### config.mk
export PLATFORM = sky130hd
export DESIGN_NAME = lsu_access_ctrl_flat
export DESIGN_NICKNAME = d
export VERILOG_FILES = /design/src/rtl/lsu_access_ctrl_pkg.sv /design/src/rtl/lsu_access_ctrl_if.sv /design/src/rtl/lsu_access_ctrl_load_extend.sv /design/src/rtl/lsu_access_ctrl.sv /design/src/flat_wrapper.sv
export SDC_FILE = /design/constraint.sdc
export NUM_CORES = 1
export LEC_CHECK = 0
export ABC_AREA = 1
export CORE_MARGIN = 3
export CORE_UTILIZATION = 35
export DETAILED_ROUTE_END_ITERATION = 10
export PLACE_DENSITY = 0.6
export SYNTH_ARGS = -nofsm -noshare
export SYNTH_HDL_FRONTEND = slang
export SYNTH_SLANG_ARGS = --single-unit
### constraint.sdc
create_clock -name Clk -period 2.9 [get_ports Clk]
set_input_delay 0.58 -clock Clk [delete_from_list [all_inputs] [get_ports Clk]]
set_output_delay 0.58 -clock Clk [all_outputs]
set_load 0.02 [all_outputs]
### src/rtl/lsu_access_ctrl_pkg.sv
// Shared sizes, FSM state type and alignment helpers
// for the LSU access control stage.
package lsu_pkg;

    localparam logic [1:0] SIZE_B = 2'b00;
    localparam logic [1:0] SIZE_H = 2'b01;
    localparam logic [1:0] SIZE_W = 2'b10;
    localparam logic [1:0] SIZE_X = 2'b11;

    typedef enum logic [1:0] {
        IDLE   = 2'd0,
        ACCESS = 2'd1,
        RESP   = 2'd2
    } lsu_state_t;

    function automatic logic misaligned(
        input logic [1:0] size,
        input logic [1:0] a
    );
        logic m;
        m = 1'b0;
        case (size)
            SIZE_H:  m = a[0];
            SIZE_W:  m = |a;
            default: m = 1'b0;
        endcase
        return m;
    endfunction

    // Index of the final byte beat of a split access.
    function automatic logic [1:0] last_beat(input logic [1:0] size);
        logic [1:0] n;
        n = 2'd0;
        case (size)
            SIZE_H:  n = 2'd1;
            SIZE_W:  n = 2'd3;
            default: n = 2'd0;
        endcase
        return n;
    endfunction

endpackage

### src/rtl/lsu_access_ctrl_if.sv
// Request, response and data-memory bus of the LSU access stage.
// slave is the LSU view; master is the MEM stage plus memory view.
interface lsu_access_ctrl_if;

    logic        req_valid;
    logic        req_ready;
    logic        req_write;
    logic [1:0]  req_size;
    logic        req_unsigned;
    logic [31:0] req_addr;
    logic [31:0] req_wdata;

    logic        MemRead;
    logic        MemWrite;
    logic [1:0]  size;
    logic        SiUned;
    logic [31:0] addr;
    logic [31:0] WMemData;
    logic [31:0] DataRead;

    logic        rsp_valid;
    logic        rsp_ready;
    logic [31:0] rsp_data;
    logic        rsp_err;

    modport slave (
        input  req_valid, req_write, req_size, req_unsigned,
        input  req_addr, req_wdata, DataRead, rsp_ready,
        output req_ready, MemRead, MemWrite, size, SiUned,
        output addr, WMemData, rsp_valid, rsp_data, rsp_err
    );

    modport master (
        output req_valid, req_write, req_size, req_unsigned,
        output req_addr, req_wdata, DataRead, rsp_ready,
        input  req_ready, MemRead, MemWrite, size, SiUned,
        input  addr, WMemData, rsp_valid, rsp_data, rsp_err
    );

endinterface

### src/rtl/lsu_access_ctrl_load_extend.sv
// Sign/zero extension of an assembled load word by access size.
module lsu_load_extend
    import lsu_pkg::*;
(
    input  logic [31:0] raw_i,
    input  logic [1:0]  size_i,
    input  logic        unsigned_i,
    output logic [31:0] data_o
);

    logic sb;
    logic sh;

    assign sb = ~unsigned_i & raw_i[7];
    assign sh = ~unsigned_i & raw_i[15];

    always_comb begin
        data_o = raw_i;
        case (size_i)
            SIZE_B:  data_o = {{24{sb}}, raw_i[7:0]};
            SIZE_H:  data_o = {{16{sh}}, raw_i[15:0]};
            default: data_o = raw_i;
        endcase
    end

endmodule

### src/rtl/lsu_access_ctrl.sv
// Load/store control in front of the data memory; splits
// misaligned half/word accesses into byte beats.
module lsu_access_ctrl
    import lsu_pkg::*;
#(
    parameter bit SPLIT_MISALIGNED = 1'b1
) (
    input  logic               Clk,
    input  logic               Rst_n,
    lsu_access_ctrl_if.slave   bus
);

    lsu_state_t  state_q, state_d;
    logic [1:0]  beat_q, beat_d;
    logic [31:0] asm_q, asm_d;
    logic        wr_q, wr_d;
    logic        uns_q, uns_d;
    logic        mis_q, mis_d;
    logic [1:0]  size_q, size_d;
    logic [31:0] addr_q, addr_d;
    logic [31:0] wdata_q, wdata_d;
    logic [31:0] rdata_q, rdata_d;
    logic        rerr_q, rerr_d;

    logic        req_mis;
    logic        req_bad;
    logic        in_acc;
    logic [7:0]  wbyte;
    logic [31:0] asm_nx;
    logic [31:0] ext_data;

    assign req_mis = misaligned(bus.req_size, bus.req_addr[1:0]);
    assign req_bad = (bus.req_size == SIZE_X) ||
                     (req_mis && !SPLIT_MISALIGNED);

    always_comb begin
        asm_nx = asm_q;
        asm_nx[{beat_q, 3'b000} +: 8] = bus.DataRead[7:0];
    end

    lsu_load_extend u_ext (
        .raw_i      (asm_nx),
        .size_i     (size_q),
        .unsigned_i (uns_q),
        .data_o     (ext_data)
    );

    always_comb begin
        state_d = state_q;
        beat_d  = beat_q;
        asm_d   = asm_q;
        wr_d    = wr_q;
        uns_d   = uns_q;
        mis_d   = mis_q;
        size_d  = size_q;
        addr_d  = addr_q;
        wdata_d = wdata_q;
        rdata_d = rdata_q;
        rerr_d  = rerr_q;
        unique case (state_q)
            IDLE: begin
                if (bus.req_valid) begin
                    wr_d    = bus.req_write;
                    uns_d   = bus.req_unsigned;
                    size_d  = bus.req_size;
                    addr_d  = bus.req_addr;
                    wdata_d = bus.req_wdata;
                    mis_d   = req_mis;
                    beat_d  = 2'd0;
                    asm_d   = 32'h0;
                    rdata_d = 32'h0;
                    rerr_d  = req_bad;
                    state_d = req_bad ? RESP : ACCESS;
                end
            end
            ACCESS: begin
                if (!mis_q) begin
                    rdata_d = wr_q ? 32'h0 : bus.DataRead;
                    state_d = RESP;
                end else begin
                    if (!wr_q) asm_d = asm_nx;
                    if (beat_q == last_beat(size_q)) begin
                        rdata_d = wr_q ? 32'h0 : ext_data;
                        state_d = RESP;
                    end else begin
                        beat_d = beat_q + 2'd1;
                    end
                end
            end
            RESP: begin
                if (bus.rsp_ready) state_d = IDLE;
            end
            default: state_d = IDLE;
        endcase
    end

    always_ff @(posedge Clk) begin
        if (!Rst_n) begin
            state_q <= IDLE;
            beat_q  <= 2'd0;
            asm_q   <= 32'h0;
            wr_q    <= 1'b0;
            uns_q   <= 1'b0;
            mis_q   <= 1'b0;
            size_q  <= SIZE_B;
            addr_q  <= 32'h0;
            wdata_q <= 32'h0;
            rdata_q <= 32'h0;
            rerr_q  <= 1'b0;
        end else begin
            state_q <= state_d;
            beat_q  <= beat_d;
            asm_q   <= asm_d;
            wr_q    <= wr_d;
            uns_q   <= uns_d;
            mis_q   <= mis_d;
            size_q  <= size_d;
            addr_q  <= addr_d;
            wdata_q <= wdata_d;
            rdata_q <= rdata_d;
            rerr_q  <= rerr_d;
        end
    end

    // Gated by Rst_n so an aborting reset cancels the beat in flight.
    assign in_acc = (state_q == ACCESS) && Rst_n;
    assign wbyte  = wdata_q[{beat_q, 3'b000} +: 8];

    assign bus.MemRead  = in_acc && !wr_q;
    assign bus.MemWrite = in_acc && wr_q;
    assign bus.size     = !in_acc ? SIZE_B :
                          (mis_q ? SIZE_B : size_q);
    assign bus.SiUned   = in_acc && (mis_q || uns_q);
    assign bus.addr     = in_acc ? addr_q + {30'h0, beat_q} : 32'h0;
    assign bus.WMemData = !in_acc ? 32'h0 :
                          (mis_q ? {24'h0, wbyte} : wdata_q);

    assign bus.req_ready = (state_q == IDLE);
    assign bus.rsp_valid = (state_q == RESP);
    assign bus.rsp_data  = bus.rsp_valid ? rdata_q : 32'h0;
    assign bus.rsp_err   = bus.rsp_valid && rerr_q;

endmodule

### src/flat_wrapper.sv
// flat-port wrapper written by rule: the top's interface ports become plain ports
module lsu_access_ctrl_flat import lsu_pkg::*;
#(
    parameter bit SPLIT_MISALIGNED = 1'b1
)
  (Clk, Rst_n, bus_req_valid, bus_req_write, bus_req_size, bus_req_unsigned, bus_req_addr, bus_req_wdata, bus_DataRead, bus_rsp_ready, bus_req_ready, bus_MemRead, bus_MemWrite, bus_size, bus_SiUned, bus_addr, bus_WMemData, bus_rsp_valid, bus_rsp_data, bus_rsp_err);
  lsu_access_ctrl_if bus_i ();
  input  logic Clk;
  input  logic Rst_n;
  input wire logic [$bits(bus_i.req_valid)-1:0] bus_req_valid;
  input wire logic [$bits(bus_i.req_write)-1:0] bus_req_write;
  input wire logic [$bits(bus_i.req_size)-1:0] bus_req_size;
  input wire logic [$bits(bus_i.req_unsigned)-1:0] bus_req_unsigned;
  input wire logic [$bits(bus_i.req_addr)-1:0] bus_req_addr;
  input wire logic [$bits(bus_i.req_wdata)-1:0] bus_req_wdata;
  input wire logic [$bits(bus_i.DataRead)-1:0] bus_DataRead;
  input wire logic [$bits(bus_i.rsp_ready)-1:0] bus_rsp_ready;
  output wire logic [$bits(bus_i.req_ready)-1:0] bus_req_ready;
  output wire logic [$bits(bus_i.MemRead)-1:0] bus_MemRead;
  output wire logic [$bits(bus_i.MemWrite)-1:0] bus_MemWrite;
  output wire logic [$bits(bus_i.size)-1:0] bus_size;
  output wire logic [$bits(bus_i.SiUned)-1:0] bus_SiUned;
  output wire logic [$bits(bus_i.addr)-1:0] bus_addr;
  output wire logic [$bits(bus_i.WMemData)-1:0] bus_WMemData;
  output wire logic [$bits(bus_i.rsp_valid)-1:0] bus_rsp_valid;
  output wire logic [$bits(bus_i.rsp_data)-1:0] bus_rsp_data;
  output wire logic [$bits(bus_i.rsp_err)-1:0] bus_rsp_err;
  assign bus_i.req_valid = bus_req_valid;
  assign bus_i.req_write = bus_req_write;
  assign bus_i.req_size = bus_req_size;
  assign bus_i.req_unsigned = bus_req_unsigned;
  assign bus_i.req_addr = bus_req_addr;
  assign bus_i.req_wdata = bus_req_wdata;
  assign bus_i.DataRead = bus_DataRead;
  assign bus_i.rsp_ready = bus_rsp_ready;
  assign bus_req_ready = bus_i.req_ready;
  assign bus_MemRead = bus_i.MemRead;
  assign bus_MemWrite = bus_i.MemWrite;
  assign bus_size = bus_i.size;
  assign bus_SiUned = bus_i.SiUned;
  assign bus_addr = bus_i.addr;
  assign bus_WMemData = bus_i.WMemData;
  assign bus_rsp_valid = bus_i.rsp_valid;
  assign bus_rsp_data = bus_i.rsp_data;
  assign bus_rsp_err = bus_i.rsp_err;
  lsu_access_ctrl #(.SPLIT_MISALIGNED(SPLIT_MISALIGNED)) u_core (.Clk(Clk), .Rst_n(Rst_n), .bus(bus_i));
endmodule
# == Word level (Yosys, flattened, before mapping) ==
# Cells that the tools add are included.
# totals
elab_cells,81
inputBits,104
regBits,138
output_inout_bits,104
# op_classes
shift,3
eq_ne,14
n_addsub,3
mux,31
n_reduce_logical,16
n_bitwise,3
# ops
cell,count
32-bit two-way mux,11
32-bit case mux with 2 select lines,3
32-bit by 2-bit adder with 32-bit output,1
32-bit bitwise mux,1
"8-bit by 7-bit variable shift with 32-bit output, first input constant",1
32-bit by 6-bit variable part select with 8-bit output,1
8-bit by 7-bit variable part select with 32-bit output,1
2-bit two-way mux,12
"2-bit equality test, second input constant",4
"2-bit != test, second input constant",4
2-bit case mux with 2 select lines,2
4-bit AND reduction,2
5-bit negation with 7-bit output,1
"2-bit by 1-bit equality test with 1-bit output, second input constant",3
2-bit case mux with 3 select lines,1
3-bit AND reduction,2
1-bit logical AND,5
2-bit zero test,2
"3-bit != test, second input constant",1
"2-bit by 1-bit adder with 2-bit output, second input constant",1
1-bit bitwise AND,2
2-bit equality test,1
"2-bit by 1-bit != test with 1-bit output, second input constant",1
1-bit case mux with 2 select lines,1
other kinds (6),6

# == Depth between registers and ports, before layout ==
# depth
word_depth,9
mapped_depth,15
depth_no_buf,12

# == Hierarchy ==
# Synthesis repeated with hierarchy kept, for this count alone.
# unflattened
hier_cells,1313
hier_area_um2,8150.3
# modules_own_cells
module,seq_area_each_um2,cells_each,instances,area_each_um2
lsu_access_ctrl,2762.6,1242,1,7746.2
lsu_load_extend,0.0,71,1,404.1

# == Worst setup path before layout ==
# OpenSTA, ideal clock, no wires.
# synth_timing
path_type,register -> output
startpoint,reg u_core.beat_q[0]
endpoint,out bus_addr[18]
path_stages_with_launch,9
arrival_time_ps,2072
required_ps,2320
path_buffers,0
setup_slack_ps,248
path_cell_list,dfxtp_1 > ha_1 > fa_1 > nand3_1 > nor3_2 > nand2_1 > nor3_2 > nor2_1 > nor3_1
# synth_via
elab_chain_len,2
# synth_rtl
item,line,source
start: declaration,lsu_access_ctrl.sv:14,"logic [1:0] beat_q, beat_d;"
start signal: assignment,lsu_access_ctrl.sv:112,beat_q <= beat_d;
32-bit by 2-bit adder with 32-bit output,lsu_access_ctrl.sv:134,"assign bus.addr = in_acc ? addr_q + {30'h0, beat_q} : 32'h0;"
32-bit two-way mux,lsu_access_ctrl.sv:134,
end: declaration,flat_wrapper.sv:23,output wire logic [$bits(bus_i.addr)-1:0] bus_addr;
# No other way between the ends.

# == Worst setup path after layout ==
# Ends and elaborated chain as after synthesis.

==> impl_metrics.ini <==
[run_status]
status = finished, final reports clean

[cts]
cts_tree = built
cts.htree.levels = 4
clockRootBuffer = clkbuf_16
clock_sinks = 138
clk_pin_slew_ps = 60
hold_buffers = 0
clk_path_buf_depth = 2
numCtsBuffers = 17
insertion_delay_ps = 420

[cells_and_area]
diodes = 0
nNetsFinal = 1583
design_area_mm2 = 0.0111
post-route-util_pct = 50.7
syn2layout_area_growth_pct = 41.9
layout-drive-gt1-share_pct = 10.9
fillers = 2253

[job]
maxCapViolCount = 0

[floorplanning]
rows = 54
core_mm2 = 0.0220
initial_core_util_pct = 35.7
ios = 208
dieArea_mm2 = 0.0243
die_w_um = 156
die_h_um = 156

[pwr]
power_switching_share_pct = 30.7
p_sw_uw = 1700
power_frac_seq_pct = 39.2
ir_worst_vdd_uv = 331
p_leak_uw = 0.00463
cellInternalPower_uw = 3820
p_comb_share_pct = 20.2
power_per_cell_area_mw_per_mm2 = 496
pwr-share-clk_pct = 40.7

[sta]
relSlewSlack_pct = 60.9
whs_ps = 459
fin_tns_setup_ps = 0
hold_viol_final = 0
slew_viol_final = 0
fin_skew_ps = 7.91
fin_crit_ps = 2880
period_share_pct = 99.4
max_freq_mhz = 347
worst_pin_slew_ps = 586
rsz0062_at_grt = true
setup_viol_count_final = 0

[logic_synthesis]
synth.distinct_cells = 39
seq_area_frac_synth_pct = 35.2
synthesis.nets = 1372
synth_area_leader_cell = dfxtp_1
yosysWarnings = 0
synth.cell_area_mm2 = 0.00785
synth.top_cell.area_share_pct = 35.2
synthTopCellsByArea = dfxtp_1 (35%), nand2_1 (13%), nor2_1 (12%)
synth_area_per_cell_um2 = 6.26
netlist_instances = 1254
ys_seq_elements = 138

[worst_hold_path]
hold_class = flop to flop
holdCritStartpoint = u_core.wdata_q[5]

[detailed_routing]
first_iter_violations = 565
drc = 0
detail-route-antenna-nets = 0
firstDrtPassIters = 5
wl_um = 29400
vias = 8881
wl_per_cell_um = 16.8
viasPerCell = 5.05

[setup_path]
cp-end-kind = primary output
cp_max_fo = 3
startpoint = u_core.beat_q[0]
worstPathArrival_ps = 2300
rr_endpoint = u_core.rdata_q[8]
start_kind = flop
critPathKind = flop to primary output
crit_end = bus_addr[18]
worstPathRequired_ps = 2320
r2r_slack_ps = 230
r2r_cells = 10
r2r_start = u_core.beat_q[0]

[placement]
dp_hpwl_um = 21500
gp_congestion = 0.955
port_buffers = 207
place_area_mm2 = 0.0104

[grt]
grt_overflow = 0
grt_pass1_wl_um = 45700
grt_pass1_vias = 8383
antenna_found_initial = 0
grtUsageTotal_pct = 23.8
grt_max_degree = 117
-- how the worst min path moves through the flow --
stage / end / slack, ps / depth (start not counted)
3_5_place_dp: u_core.wdata_q[5] / 450 / 2
5_1_grt: u_core.wdata_q[3] / 480 / 2
4_1_cts: u_core.wdata_q[2] / 460 / 2
2_1_floorplan: u_core.wdata_q[0] / 430 / 2
3_3_place_gp: u_core.wdata_q[1] / 440 / 2
6_report: u_core.wdata_q[5] / 460 / 2
-- critical path, cell delays in order (launching register included) --
cell and delay, ps:
dfxtp_2 350, ha_4 140, fa_2 240, nand3_4 110, nor3_4 260, nand2_2 160, nor3_4 220, nor2_1 60
nor3_1 160, buf_2 190
-- kinds of logic after synthesis --
family          after synthesis  share of synthesized area [%]
compound gates              305                           20.9
simple gates                595                           30.4
flops                       138                           35.2
xor+xnor                     15                           1.67
buf+inv                     187                           9.45
fa+ha+maj                    14                           2.33
-- timing repair --
action                                  in CTS  in global routing
pin swaps                                    0                 13
gates resized for setup                     80                 77
setup buffers                                0                  3
endpoints found under the setup margin      40                 49
-- cells in the final DEF (no fill, tap or decap), types with 4 or more instances in the layout --
cell and count:
o21ai_0 130, nor2_2 10, buf_2 4, inv_6 4, o211ai_1 16, xnor2_1 5, nor3_1 15, nand4_1 7
nand2_2 12, dlymetal6s2s_1 23, xor2_1 10, clkbuf_16 17, dfxtp_1 131, ha_1 11, a21oi_1 115, o21ai_1 12
buf_12 4, nand3_1 31, nand2_1 266, dlygate4sd2_1 19, clkbuf_2 10, dfxtp_2 7, a31oi_1 4, inv_1 108
clkdlybuf4s50_1 143, inv_2 8, buf_4 49, o31ai_1 8, a221oi_1 8, nor2_1 237
-- metal layers --
metal	track usage (%)	wire length [µm]
met1	32.4	13600
met2	37.6	13300
met3	6.80	2220
met4	5.00	374
met5	0	0
-- layout make-up --
cell class,count,area (µm²),share of cell area [%]
clock buffer,17,425,3.82
timing repair buffer,259,2480,22.3
multi-input combinational,929,4480,40.2
inverter,120,455,4.09
tap,280,350,3.15
clock inverter,14,171,1.54
sequential,138,2770,24.9
-- through the flow --
stage                     setup slack, ps  instances  power (µW)
after global placement               60.8       1723        3300
after floorplan                       248       1254        2830
after CTS                           -28.0       1754        5550
after detailed placement             35.8       1723        3300
final                                17.6       1757        5520
after global routing                -95.9       1757        5780
-- power by group through the flow --
stage	registers [µW]	logic (µW)	clock network, µW
floorplan	2160	670	0
detailed placement	2190	1110	0
global placement	2190	1110	0
finish	2160	1110	2240
CTS	2150	1110	2280
global route	2180	1240	2360
-- synth_stat cells --
cell and n:
nand2_2 8, buf_1 6, a211oi_1 2, buf_2 12, o21ai_2 1, nand2_4 1
nor3_2 2, nand2_1 271, xnor2_1 5, and3_1 1, inv_2 8, o22ai_1 2
o211ai_1 16, nor3_1 18, a31oi_1 4, nand4_1 7, nor4_1 2, o21ai_1 13
buf_4 4, o31ai_1 8, fa_1 1, xor2_1 10, a22oi_1 3, ha_1 13
o21a_1 1, nor2_2 6, a21oi_1 116, inv_4 1, nor2_1 242, clkbuf_1 44
nand3_1 33, or2_1 1, inv_1 109, clkinv_1 2, or2_0 3, buf_6 1
o21ai_0 131, a221oi_1 8, dfxtp_1 138
-- registers in the layout, indices dropped and copies added, names as in the netlist --
register / flops
u_core.addr_q: 32
u_core.asm_q: 32
u_core.rdata_q: 32
u_core.wdata_q: 32
u_core.beat_q: 2
u_core.size_q: 2
u_core.state_q: 2
u_core.mis_q: 1
u_core.rerr_q: 1
u_core.uns_q: 1
u_core.wr_q: 1
(Power assumes the default switching activity.)
